**config.mk**
```make
export PLATFORM = sky130hd
export DESIGN_NAME = imm_encoder
export DESIGN_NICKNAME = d
export VERILOG_FILES = /design/src/rtl/imm_encoder.sv
export SDC_FILE = /design/constraint.sdc
export NUM_CORES = 1
export LEC_CHECK = 0
export ABC_CLOCK_PERIOD_IN_PS = 4850
export BUFFER_PORTS_ARGS = -buffer_cell sky130_fd_sc_hd__buf_2
export CORE_MARGIN = 2
export CORE_UTILIZATION = 55
export CTS_BUF_LIST = sky130_fd_sc_hd__clkbuf_8
export CTS_CLUSTER_SIZE = 14
export DETAILED_ROUTE_END_ITERATION = 8
export MAX_ROUTING_LAYER = met4
export PLACE_DENSITY = 0.9
export SLEW_MARGIN = 20
export SYNTH_ARGS = -nofsm -noshare
export SYNTH_HDL_FRONTEND = slang
export SYNTH_SLANG_ARGS = --single-unit
```
**constraint.sdc**
```tcl
create_clock -name clk -period 4.85 [get_ports clk]
set_input_delay 1.455 -clock clk [delete_from_list [all_inputs] [get_ports clk]]
set_output_delay 1.455 -clock clk [all_outputs]
set_load 0.02 [all_outputs]
```
**src/rtl/imm_encoder.sv**
```systemverilog
// imm_encoder: packs an immediate plus register/funct/opcode fields into an
// RV32I instruction word, flagging immediates that the selected format cannot
// represent. Two-stage valid/ready pipeline with sticky error bookkeeping.
module imm_encoder #(
  parameter int CNT_W        = 16,
  parameter bit ERR_ZERO_IMM = 1'b1
) (
  input  logic             clk,
  input  logic             rst,
  input  logic             in_valid,
  output logic             in_ready,
  input  logic [6:0]       ext_ctrl,
  input  logic [31:0]      imm,
  input  logic [6:0]       opcode,
  input  logic [4:0]       rd,
  input  logic [4:0]       rs1,
  input  logic [4:0]       rs2,
  input  logic [2:0]       funct3,
  input  logic [6:0]       funct7,
  output logic             out_valid,
  input  logic             out_ready,
  output logic [31:0]      out_word,
  output logic             out_err,
  output logic             err_flag,
  output logic [CNT_W-1:0] err_cnt,
  input  logic             clr_err
);

  // Format selects, one-hot, matching the immediate extender's encoding.
  localparam logic [6:0] EXT_CTRL_SHAMT = 7'b100_0000;
  localparam logic [6:0] EXT_CTRL_ITYPE = 7'b010_0000;
  localparam logic [6:0] EXT_CTRL_STYPE = 7'b001_0000;
  localparam logic [6:0] EXT_CTRL_BTYPE = 7'b000_1000;
  localparam logic [6:0] EXT_CTRL_UTYPE = 7'b000_0100;
  localparam logic [6:0] EXT_CTRL_JAL   = 7'b000_0010;

  localparam logic [CNT_W-1:0] CNT_MAX = {CNT_W{1'b1}};

  // Stage 1 registers
  logic        s1_v_r;
  logic [6:0]  s1_ext_r;
  logic [31:0] s1_imm_r;
  logic [6:0]  s1_opcode_r;
  logic [4:0]  s1_rd_r;
  logic [4:0]  s1_rs1_r;
  logic [4:0]  s1_rs2_r;
  logic [2:0]  s1_funct3_r;
  logic [6:0]  s1_funct7_r;
  logic        s1_range_err_r;

  // Stage 2 registers
  logic        s2_v_r;
  logic [31:0] s2_word_r;
  logic        s2_err_r;

  logic        err_flag_r;
  logic [CNT_W-1:0] err_cnt_r;

  logic        s1_adv_s;
  logic        s2_adv_s;
  logic        range_err_s;
  logic [31:0] pack_imm_s;
  logic [31:0] pack_word_s;
  logic        consume_err_s;

  assign s2_adv_s = !s2_v_r || out_ready;
  assign s1_adv_s = !s1_v_r || s2_adv_s;
  assign in_ready = s1_adv_s;

  assign out_valid = s2_v_r;
  assign out_word  = s2_word_r;
  assign out_err   = s2_err_r;
  assign err_flag  = err_flag_r;
  assign err_cnt   = err_cnt_r;

  assign consume_err_s = s2_v_r && out_ready && s2_err_r;

  // Representability check on the incoming immediate for the selected format.
  always_comb begin
    range_err_s = 1'b1;
    case (ext_ctrl)
      EXT_CTRL_SHAMT: range_err_s = (imm[31:5] != 27'd0);
      EXT_CTRL_ITYPE,
      EXT_CTRL_STYPE: range_err_s = !((imm[31:11] == 21'd0) || (imm[31:11] == {21{1'b1}}));
      EXT_CTRL_BTYPE: range_err_s = imm[0] || !((imm[31:12] == 20'd0) || (imm[31:12] == {20{1'b1}}));
      EXT_CTRL_JAL:   range_err_s = imm[0] || !((imm[31:20] == 12'd0) || (imm[31:20] == {12{1'b1}}));
      EXT_CTRL_UTYPE: range_err_s = (imm[11:0] != 12'd0);
      default:        range_err_s = 1'b1;
    endcase
  end

  // Field packing from stage 1; a bad immediate is zeroed before packing so
  // every immediate bit position in the word reads 0.
  always_comb begin
    if (ERR_ZERO_IMM && s1_range_err_r) begin
      pack_imm_s = 32'd0;
    end else begin
      pack_imm_s = s1_imm_r;
    end
    pack_word_s = 32'd0;
    case (s1_ext_r)
      EXT_CTRL_ITYPE: pack_word_s = {pack_imm_s[11:0], s1_rs1_r, s1_funct3_r, s1_rd_r, s1_opcode_r};
      EXT_CTRL_SHAMT: pack_word_s = {s1_funct7_r, pack_imm_s[4:0], s1_rs1_r, s1_funct3_r, s1_rd_r, s1_opcode_r};
      EXT_CTRL_STYPE: pack_word_s = {pack_imm_s[11:5], s1_rs2_r, s1_rs1_r, s1_funct3_r,
                                     pack_imm_s[4:0], s1_opcode_r};
      EXT_CTRL_BTYPE: pack_word_s = {pack_imm_s[12], pack_imm_s[10:5], s1_rs2_r, s1_rs1_r, s1_funct3_r,
                                     pack_imm_s[4:1], pack_imm_s[11], s1_opcode_r};
      EXT_CTRL_UTYPE: pack_word_s = {pack_imm_s[31:12], s1_rd_r, s1_opcode_r};
      EXT_CTRL_JAL:   pack_word_s = {pack_imm_s[20], pack_imm_s[10:1], pack_imm_s[11], pack_imm_s[19:12],
                                     s1_rd_r, s1_opcode_r};
      default:        pack_word_s = 32'd0;
    endcase
  end

  // Stage 1: capture request fields and the range verdict on acceptance.
  always_ff @(posedge clk) begin
    if (rst) begin
      s1_v_r <= 1'b0;
    end else if (s1_adv_s) begin
      s1_v_r <= in_valid;
      if (in_valid) begin
        s1_ext_r       <= ext_ctrl;
        s1_imm_r       <= imm;
        s1_opcode_r    <= opcode;
        s1_rd_r        <= rd;
        s1_rs1_r       <= rs1;
        s1_rs2_r       <= rs2;
        s1_funct3_r    <= funct3;
        s1_funct7_r    <= funct7;
        s1_range_err_r <= range_err_s;
      end
    end
  end

  // Stage 2: register the packed word; holds while the consumer stalls.
  always_ff @(posedge clk) begin
    if (rst) begin
      s2_v_r    <= 1'b0;
      s2_word_r <= 32'd0;
      s2_err_r  <= 1'b0;
    end else if (s2_adv_s) begin
      s2_v_r <= s1_v_r;
      if (s1_v_r) begin
        s2_word_r <= pack_word_s;
        s2_err_r  <= s1_range_err_r;
      end
    end
  end

  // Sticky error flag and saturating error counter; clear has priority.
  always_ff @(posedge clk) begin
    if (rst || clr_err) begin
      err_flag_r <= 1'b0;
      err_cnt_r  <= {CNT_W{1'b0}};
    end else if (consume_err_s) begin
      err_flag_r <= 1'b1;
      if (err_cnt_r != CNT_MAX) begin
        err_cnt_r <= err_cnt_r + {{(CNT_W-1){1'b0}}, 1'b1};
      end
    end
  end

endmodule

```
==> results of run 1 <==
## per-stage QoR
stage	hold slack [ns]	instances	setup WS (ns)	util, %	cell area, um2
global placement	0.437	675	1.12	64.5	6020
finish	0.463	707	1.08	68.8	6420
CTS	0.465	707	1.09	68.7	6410
detailed placement	0.440	675	1.09	64.5	6020
floorplan	0.442	440	0.869	-	5320
global route	0.475	707	1.02	68.8	6420
## Yosys cell counts (9+ instances only)
| cell | n |
|---|---|
| nand3_1 | 10 |
| nor2b_1 | 15 |
| nor4_1 | 11 |
| buf_2 | 10 |
| nor2_1 | 37 |
| nor3_1 | 9 |
| a21oi_1 | 20 |
| edfxtp_1 | 72 |
| nand4_1 | 11 |
| dfxtp_1 | 52 |
| clkbuf_1 | 11 |
| xnor2_1 | 16 |
| a22o_1 | 33 |
| nand2_1 | 24 |
| a221oi_1 | 11 |
## layout by cell type, fill, tap and decap left out, types with 3 or more instances in the layout
master     instances
nor3_1             9
or4_1              5
inv_8              6
xor2_1             5
nand2b_1           5
a22oi_1            3
nor4_1            11
o21ai_0            7
buf_4              3
edfxtp_1          72
a22o_1            33
nand2_1           24
inv_1              3
inv_6              5
or3_1              5
clkbuf_8          17
nor2b_1           15
buf_2            127
dfxtp_1           52
a221o_1            4
and3_1             6
a221oi_1          11
nor2_1            37
nand4_1           11
a211oi_1           8
xnor2_1           16
a21oi_1           20
nand3_1           10
a2111oi_0          3
and4_1             5
nor4b_1            4
## power by group through the flow
stage                     Combinational [mW]  Sequential (mW)  Clock (mW)
after floorplan                       0.0649             1.18           0
after global routing                   0.133             1.17       0.944
after CTS                              0.121             1.17       0.895
after global placement                 0.114             1.19           0
final                                  0.122             1.17       0.883
after detailed placement               0.119             1.19           0
## cells by family (layout without fill, tap and decap cells)
group	after synthesis	in the layout	synth area share, %
simple gates	158	158	16.8
flops	124	124	60.2
mux	1	1	0.188
fa+ha+maj	1	1	0.235
xor+xnor	21	21	3.46
compound gates	108	108	16.6
buf+inv	27	165	2.56
## worst reg2reg max path, stage by stage (launching register included)
cell	delay (ns)
edfxtp_1	0.67
or4_4	0.64
a2111oi_4	0.26
a31oi_4	0.15
nor2_8	0.32
a22o_1	0.21
## layer usage
layer  part of all wire [%]  vias up
li1                       -     1975
met4                    2.7        0
met2                     50      227
met1                     40     2059
met3                    7.2       39
met5                      0        -
## sequential cells by signal (all words and copies together), names as in the netlist
signal / flops
s1_v_r: 1
s1_range_err_r: 1
s1_rs1_r: 5
s1_rd_r: 5
s1_funct7_r: 7
s1_funct3_r: 3
out_word: 32
s1_rs2_r: 5
s1_imm_r: 32
err_cnt: 16
out_err: 1
s1_ext_r: 7
s1_opcode_r: 7
err_flag: 1
out_valid: 1
## cell type report
cell class                      instances  area (um2)  share of cell area, %
Timing Repair Buffer                  130         658                   10.3
Sequential cell                       124        3200                   49.9
Inverter                                3        11.3                  0.175
Tap cell                              129         161                   2.51
Multi-Input combinational cell        289        1990                   31.0
Clock buffer                           17         234                   3.64
Clock inverter                         15         161                   2.51
## how the worst min path moves through the flow
stage | endpoint | slack [ns] | depth (start not counted)
floorplan | out_word[0] | 0.44 | 1
global placement | out_word[31] | 0.44 | 2
detailed placement | out_word[20] | 0.44 | 2
CTS | out_word[20] | 0.46 | 2
global route | out_word[20] | 0.47 | 2
finish | out_word[20] | 0.46 | 2
==> results.md, run 1 <==
* Nets at 642
* Synth top area cells: edfxtp_1 41%, dfxtp_1 20%, a22o_1 5.4%, xnor2_1 2.6%, nor2_1 2.6%
* Drt wl/cell at 18.0 um
* Post_cts resized at 0
* Unique masters post-synth at 57
* TritonCTS Sinks at 124
* Vias after detailed routing at 4,300
* Clk_lat worst skew at 0.44 ns
* Min-delay src: out_word[20]
* Via/cell ratio at 6.08
* Worst-path fanout max at 7
* Setup TNS at 0 ns
* Die extent in x at 102 um
* Die footprint at 10,500 um2
* GR Layer Usage met1 at 31.4%
* Reg2Reg Setup Slack at 2.56 ns
* Vias in the first global route at 4,149
* Max-cap violations at 0
* CTS buffer count at 17
* Yosys top cell by area: edfxtp_1
* Met2 Track Usage GR at 41.3%
* Yosys reg bits at 124
* Critical-path top delay cell: nor2b_1
* Synth Flop Type: edfxtp_1
* Async S/R FF share, synth at 0%
* CP most frequent cell: buf_2
* Pwr Density at 339 nW/um2
* Worst Setup SP: out_ready
* H-tree lvl count at 4
* I/O pin total at 128
* Clock Power Share at 40.6%
* Mapped Avg Cell Area at 12.1 um2
* Share of cells above drive strength 1 at 30.1%
* CP cell instances: buf_2 > nor2b_1 > nand2_1 > buf_2
* Crit path DAT at 2.31 ns
* Setup-failing EPs final at 0
* Period minus WS final at 3.77 ns
* Final critical-path share of the clock period at 77.7%
* Yosys warns at 0
* PnR Total Power at 2.17 mW
* Total global-route track usage at 25.8%
* Worst Skew at 0.0133 ns
* Hold crit path type: reg -> reg
* DIE HEIGHT at 102 um
* Global-route wire length before repair at 19,900 um
* EDFF count, synth at 72
* Maximum VDD drop at 0.184 mV
* Fill count at 694
* Grt ovf at 0
* CTS tree: built
* Worst r2r dst: out_word[13]
* CP Capture Type: primary output
* Critical path depth at 4
* Post-CTS Setup Bufs at 0
* Post-Syn Nets at 517
* Top Family by Delay on Critical Path: simple AND/OR/NAND/NOR gates
* Worst Path Buf+Inv at 2
* Leakage at 2.42 nW
* DRC at 0
* CTS max path bufs at 2
* Final Hold Fails at 0
* Yosys top cell area share at 40.6%
* Logic pwr share at 5.6%
* Startpoint Class: input pin
* Internal power at 1.58 mW
* Mapped cell area at 5320 um2
* # rows at 35
* Initial Utilization at 57.0%
* Buffers on Ports at 127
* FF-to-FF path depth at 5
* Core box area at 9330 um2
* Data required time of the worst path at 3.39 ns
* Unrepaired setup endpoints after global routing: no
* Iter 0 DRT Violations at 316
* Largest net degree at the start of global routing at 31
* Switching part of the total power at 27.1%
* Pre-antenna DRT Iters at 5
* Inserted Diodes at 0
* Crit path to: in_ready
* Worst path max stage delay at 0.43 ns
* Placer Congestion at 0.879
* Final HPWL DP at 8960 um
* Flop pwr share at 53.8%
* Achievable clock frequency at 265 MHz
* Kind of critical path: in -> out
* CTS Hold Bufs at 0
* Slew @ Worst Pin at 0.754 ns
* GR peak layer: met2
* Worst reg2reg path startpoint: s1_ext_r[6]
* Reg clk slew, reported paths at 0.08 ns
* Sequential area share after synthesis at 60.2%
* Max-slew violation count at 0
* Met3 Resource Use GR at 6.50%
* Status: finished clean
* Antenna-violating nets left at 0
* Antenna violations before repair at 0
* Clk root buf: clkbuf_8
* Final WL at 12,700 um
* Post-Syn Instances at 440
* Area Overhead vs Synth at 20.7%
* Rel. slew slack at 49.7%
* Sw Pwr at 0.590 mW
(Power assumes the default switching activity.)
==> inputs of run 2 (changes only) <==
Settings changed: ABC_CLOCK_PERIOD_IN_PS 4850 to 3900.
Clock period 4.85 ns to 3.9 ns, I/O delays scaled along.
==> run 2 against run 1 <==
Against the previous run:
- total power grew 19%
- non-clock buffer count rose by 1
- register-to-register slack got worse by 0.95 ns
- critical path depth increased by 1
- combinational power is 24% higher
- critical endpoint unchanged
- largest cell class unchanged
- largest power group unchanged
==> results.md, run 2 (synthesis results as in run 1) <==
* Status: finished clean
* Area Overhead vs Synth at 20.2%
* Most common cell after layout, fill and taps aside: buf_2
* Leakage at 2.39 nW (-1.2%)
* Clk root buf: clkbuf_8
* Switching part of the total power at 25.3% (-1.9 points)
* Buffers on Ports at 127 (unchanged)
* CTS buffer count at 17 (unchanged)
* Die extent in x at 102 um (unchanged)
* CTS Hold Bufs at 0 (unchanged)
* Grt ovf at 0 (unchanged)
* Iter 0 DRT Violations at 357 (+13%)
* TritonCTS Sinks at 124 (unchanged)
* Max-slew violation count at 0 (unchanged)
* DRC at 0 (unchanged)
* Kind of critical path: in -> out
* Most frequent cells in the layout: 127 x buf_2, 72 x edfxtp_1, 52 x dfxtp_1
* Max-cap violations at 0 (unchanged)
* Achievable clock frequency at 338 MHz
* Flop pwr share at 56.3% (+2.5 points)
* Rel. slew slack at 44.7% (-5.1 points)
* Inserted Diodes at 0 (unchanged)
* Worst r2r dst: out_word[1]
* Share of cells above drive strength 1 at 29.9% (-0.22 points)
* Pre-antenna DRT Iters at 5 (unchanged)
* Post-CTS Setup Bufs at 0 (unchanged)
* Final Hold Fails at 0 (unchanged)
* CTS tree: built
* Inst Count DP at 676 (+0.15%)
* I/O pin total at 128 (unchanged)
* Hold crit path type: reg -> reg
* Clk_lat worst skew at 0.43 ns (about the same)
* Setup-failing EPs final at 0 (unchanged)
* Global-route wire length before repair at 19,400 um (-2.6%)
* Data required time of the worst path at 2.73 ns (-0.66 ns)
* Period minus WS final at 2.96 ns
* Maximum VDD drop at 0.249 mV (+35%)
* Clock Power Share at 37.9% (-2.7 points)
* Internal power at 1.93 mW (+22%)
* CP Capture Type: primary output
* Core box area at 9330 um2 (unchanged)
* Final WL at 12,300 um (-3.5%)
* Drt wl/cell at 17.3 um (-3.6%)
* Final HPWL DP at 8970 um (about the same)
* H-tree lvl count at 4 (unchanged)
* Worst Skew at 0.0138 ns (+0.000500 ns)
* PnR Total Power at 2.58 mW (+19%)
* # rows at 35 (unchanged)
* Fill count at 692 (-0.29%)
* Vias after detailed routing at 4,238 (-1.4%)
* Placer Congestion at 0.960 (+9.2%)
* Via/cell ratio at 5.99 (-1.6%)
* Largest net degree at the start of global routing at 38 (+23%)
* Antenna violations before repair at 0 (unchanged)
* Unrepaired setup endpoints after global routing: no
* Final critical-path share of the clock period at 75.9%
* Reg clk slew, reported paths at 0.07 ns (about the same)
* Pwr Density at 404 nW/um2 (+19%)
* Crit path DAT at 1.79 ns (-0.52 ns)
* Worst Setup SP: out_ready
* Reg2Reg Setup Slack at 1.61 ns (-0.95 ns)
* Antenna-violating nets left at 0 (unchanged)
* CTS max path bufs at 2 (unchanged)
* Slew @ Worst Pin at 0.830 ns (+0.0759 ns)
* Sw Pwr at 0.652 mW (+11%)
* Die footprint at 10,500 um2 (unchanged)
* Nets at 643 (+0.16%)
* Worst-path fanout max at 7 (unchanged)
* Worst reg2reg path startpoint: s1_ext_r[6]
* Vias in the first global route at 3,964 (-4.5%)
* DIE HEIGHT at 102 um (unchanged)
* Logic pwr share at 5.9% (+0.3 points)
* FF-to-FF path depth at 5 (unchanged)
* Startpoint Class: input pin
* Initial Utilization at 57.0% (unchanged)
* Post_cts resized at 0 (unchanged)
* Post-route insts no fill at 708 (+0.14%)
* Crit path to: in_ready
* Total global-route track usage at 25.1% (-0.67 points)
* Setup TNS at 0 ns (unchanged)
[run 2: worst min-delay path by stage]
stage,start,to,slack [ns],cells past startpoint
after floorplan,s1_opcode_r[0],out_word[0],0.44,1
after global placement,out_word[31],out_word[31],0.44,2
after detailed placement,out_word[31],out_word[31],0.45,2
after CTS,out_word[31],out_word[31],0.46,2
after global routing,s1_opcode_r[6],out_word[6],0.48,1
final,out_word[31],out_word[31],0.46,2
[run 2: worst max-delay path, cell delays in order]
cell     delay (ns)
buf_2          0.11
nor2b_1        0.10
buf_4          0.16
nand2_1        0.08
buf_2          0.17
[run 2: area by class of cell]
type / instances / area, um2 / share of cell area [%]
clock buffers: 17 / 234 / 3.66
clock inverters: 15 / 116 / 1.82
inverters: 3 / 11.3 / 0.176
multi-input cells: 289 / 1990 / 31.1
flip-flops and latches: 124 / 3200 / 50.1
well taps: 129 / 161 / 2.52
repair buffers: 131 / 678 / 10.6
[run 2: power by group through the flow]
stage | clock network [mW] | logic, mW | registers (mW)
2_1_floorplan | 0 | 0.0807 | 1.47
3_3_place_gp | 0 | 0.143 | 1.48
3_5_place_dp | 0 | 0.150 | 1.48
4_1_cts | 0.991 | 0.150 | 1.45
5_1_grt | 1.05 | 0.165 | 1.46
6_report | 0.978 | 0.151 | 1.45
[run 2: metrics by stage]
stage	setup slack [ns]	hold WS (ns)	utilization [%]	area (um2)
final	0.939	0.462	68.6	6390
after global routing	0.907	0.476	68.6	6390
after CTS	0.942	0.460	68.5	6390
after detailed placement	0.753	0.451	64.7	6040
after global placement	0.781	0.438	64.7	6040
after floorplan	0.204	0.442	-	5320
[run 2: per-layer routing]
layer / track usage (%) / routed length (um)
met2: 40.3 / 6210
met1: 31.3 / 4940
met4: 10.2 / 261
met5: - / 0
met3: 5.13 / 870
==> inputs of run 3 (changes only) <==
Settings changed: ABC_CLOCK_PERIOD_IN_PS 3900 to 2800.
Clock period 3.9 ns to 2.8 ns, I/O delays scaled along.
==> run 3 against run 2 <==
Against the previous run:
- hold slack improved by 0.0079 ns
- sequential cell count did not move
- die area did not move
- routed wire length rose by 0.68%
- clock skew fell by 0.0028 ns
==> results.md, run 3 (synthesis results as in run 1) <==
* Crit path DAT at 2.60 ns (+0.81 ns)
* Final HPWL DP at 8770 um (-2.3%)
* # rows at 35 (unchanged)
* Achievable clock frequency at 414 MHz
* Flop pwr share at 52.6% (-3.7 points)
* Pwr Density at 593 nW/um2 (+47%)
* Placement-stage cell area at 6070 um2 (+0.62%)
* DRC at 0 (unchanged)
* Largest net degree at the start of global routing at 73 (+92%)
* CTS tree: built
* Worst-path fanout max at 3 (-4)
* Sw Pwr at 0.949 mW (+45%)
* Status: finished clean
* Data required time of the worst path at 2.98 ns (+0.25 ns)
* Maximum VDD drop at 0.300 mV (+21%)
* H-tree lvl count at 4 (unchanged)
* Via/cell ratio at 5.99 (+0.12%)
* Clk_lat worst skew at 0.44 ns (about the same)
* Period minus WS final at 2.42 ns
* Hold crit path type: reg -> reg
* Most frequent cells in the layout: 127 x buf_2, 72 x edfxtp_1, 52 x dfxtp_1
* Die extent in x at 102 um (unchanged)
* Final critical-path share of the clock period at 86.3%
* Inserted Diodes at 0 (unchanged)
* Leakage at 2.44 nW (+2.1%)
* Placer Congestion at 0.939 (-2.2%)
* CTS max path bufs at 2 (unchanged)
* Finished Core Util at 69.5% (+0.93 points)
* Post-Layout Inst Area at 6480 um2 (+1.4%)
* Antenna-violating nets left at 0 (unchanged)
* Vias in the first global route at 4,010 (+1.2%)
* Clk root buf: clkbuf_8
* Setup-failing EPs final at 0 (unchanged)
* PnR Total Power at 3.84 mW (+49%)
* Kind of critical path: in -> reg
* Iter 0 DRT Violations at 423 (+18%)
* Slew @ Worst Pin at 0.751 ns (-0.0793 ns)
* Vias after detailed routing at 4,273 (+0.83%)
* Die footprint at 10,500 um2 (unchanged)
* Nets at 648 (+0.78%)
* Final Hold Fails at 0 (unchanged)
* Core box area at 9330 um2 (unchanged)
* Drt wl/cell at 17.3 um (about the same)
* Antenna violations before repair at 0 (unchanged)
* Unrepaired setup endpoints after global routing: no
* Post_cts resized at 0 (unchanged)
* CTS buffer count at 17 (unchanged)
* Post-route insts no fill at 713 (+0.71%)
* Max-slew violation count at 0 (unchanged)
* Rel. slew slack at 50.0% (+5.3 points)
* Worst Skew at 0.0109 ns (-0.00284 ns)
* Global-route wire length before repair at 19,300 um (-0.32%)
* Fill count at 691 (-0.14%)
* CTS Hold Bufs at 0 (unchanged)
* Buffers on Ports at 127 (unchanged)
* Max-cap violations at 0 (unchanged)
* DIE HEIGHT at 102 um (unchanged)
* Total global-route track usage at 24.9% (-0.22 points)
* Internal power at 2.90 mW (+50%)
* Logic pwr share at 5.6% (-0.3 points)
* Switching part of the total power at 24.7% (-0.58 points)
* Pre-antenna DRT Iters at 7 (+2)
* Final WL at 12,400 um (+0.68%)
* Startpoint Class: input pin
* Inst Count DP at 681 (+0.74%)
* Share of cells above drive strength 1 at 30.8% (+0.94 points)
* TritonCTS Sinks at 124 (unchanged)
* Area Overhead vs Synth at 21.8%
* Post-CTS Setup Bufs at 0 (unchanged)
* Initial Utilization at 57.0% (unchanged)
* I/O pin total at 128 (unchanged)
* Most common cell after layout, fill and taps aside: buf_2
* Clock Power Share at 41.8% (+3.9 points)
* Reg clk slew, reported paths at 0.08 ns (about the same)
* Grt ovf at 0 (unchanged)
* CP Capture Type: flop
run 3: cell types whose count changed in the layout (fill, tap and decap cells not counted), sizes merged:
cell	change
clkinv	-5
inv	+6
clkinvlp	-3
bufinv	+2
buf	+5
run 3: stage by stage:
step	setup slack [ns]	TNS, ns	hold slack (ns)
4_1_cts	0.438	0	0.472
3_3_place_gp	0.000274	0	0.437
5_1_grt	0.270	0	0.491
3_5_place_dp	-0.0383	-0.0383	0.454
2_1_floorplan	0.243	0	0.442
6_report	0.384	0	0.470
run 3: worst max-delay path: stages:
cell      delay [ns]
buf_2           0.11
nor4_1          0.27
buf_4           0.16
nand3_1         0.12
o311ai_0        0.52
a21oi_1         0.07
or4_1           0.52
run 3: routing by layer:
layer | up-vias | global-route usage (%) | wire length (um)
met5 | - | - | 0
li1 | 1979 | - | -
met1 | 2036 | 31.1 | 4960
met4 | 0 | 8.41 | 236
met2 | 225 | 39.8 | 6240
met3 | 33 | 6.16 | 932
run 3: power groups by stage:
stage          clock network, mW  registers (mW)  logic [mW]
6_report                    1.61            2.02       0.215
5_1_grt                     1.71            2.03       0.235
4_1_cts                     1.63            2.02       0.214
3_5_place_dp                   0            2.06       0.212
3_3_place_gp                   0            2.06       0.205
2_1_floorplan                  0            2.05       0.113
run 3: final timing paths:
check | start | to | slack, ns | depth (start not counted)
max reg2reg | s1_ext_r[6] | out_word[14] | 0.50 | 5
min reg2reg | out_word[20] | out_word[20] | 0.47 | 2
min | out_word[20] | out_word[20] | 0.47 | 2
max | imm[27] | s1_range_err_r | 0.38 | 7
run 3: final cells by class:
type	instances	area [um2]	area share, %
timing repair buffer	136	716	11.0
clock inverter	15	174	2.68
inverter	3	11.3	0.174
clock buffer	17	234	3.61
tap	129	161	2.49
multi-input combinational	289	1980	30.6
sequential	124	3200	49.4
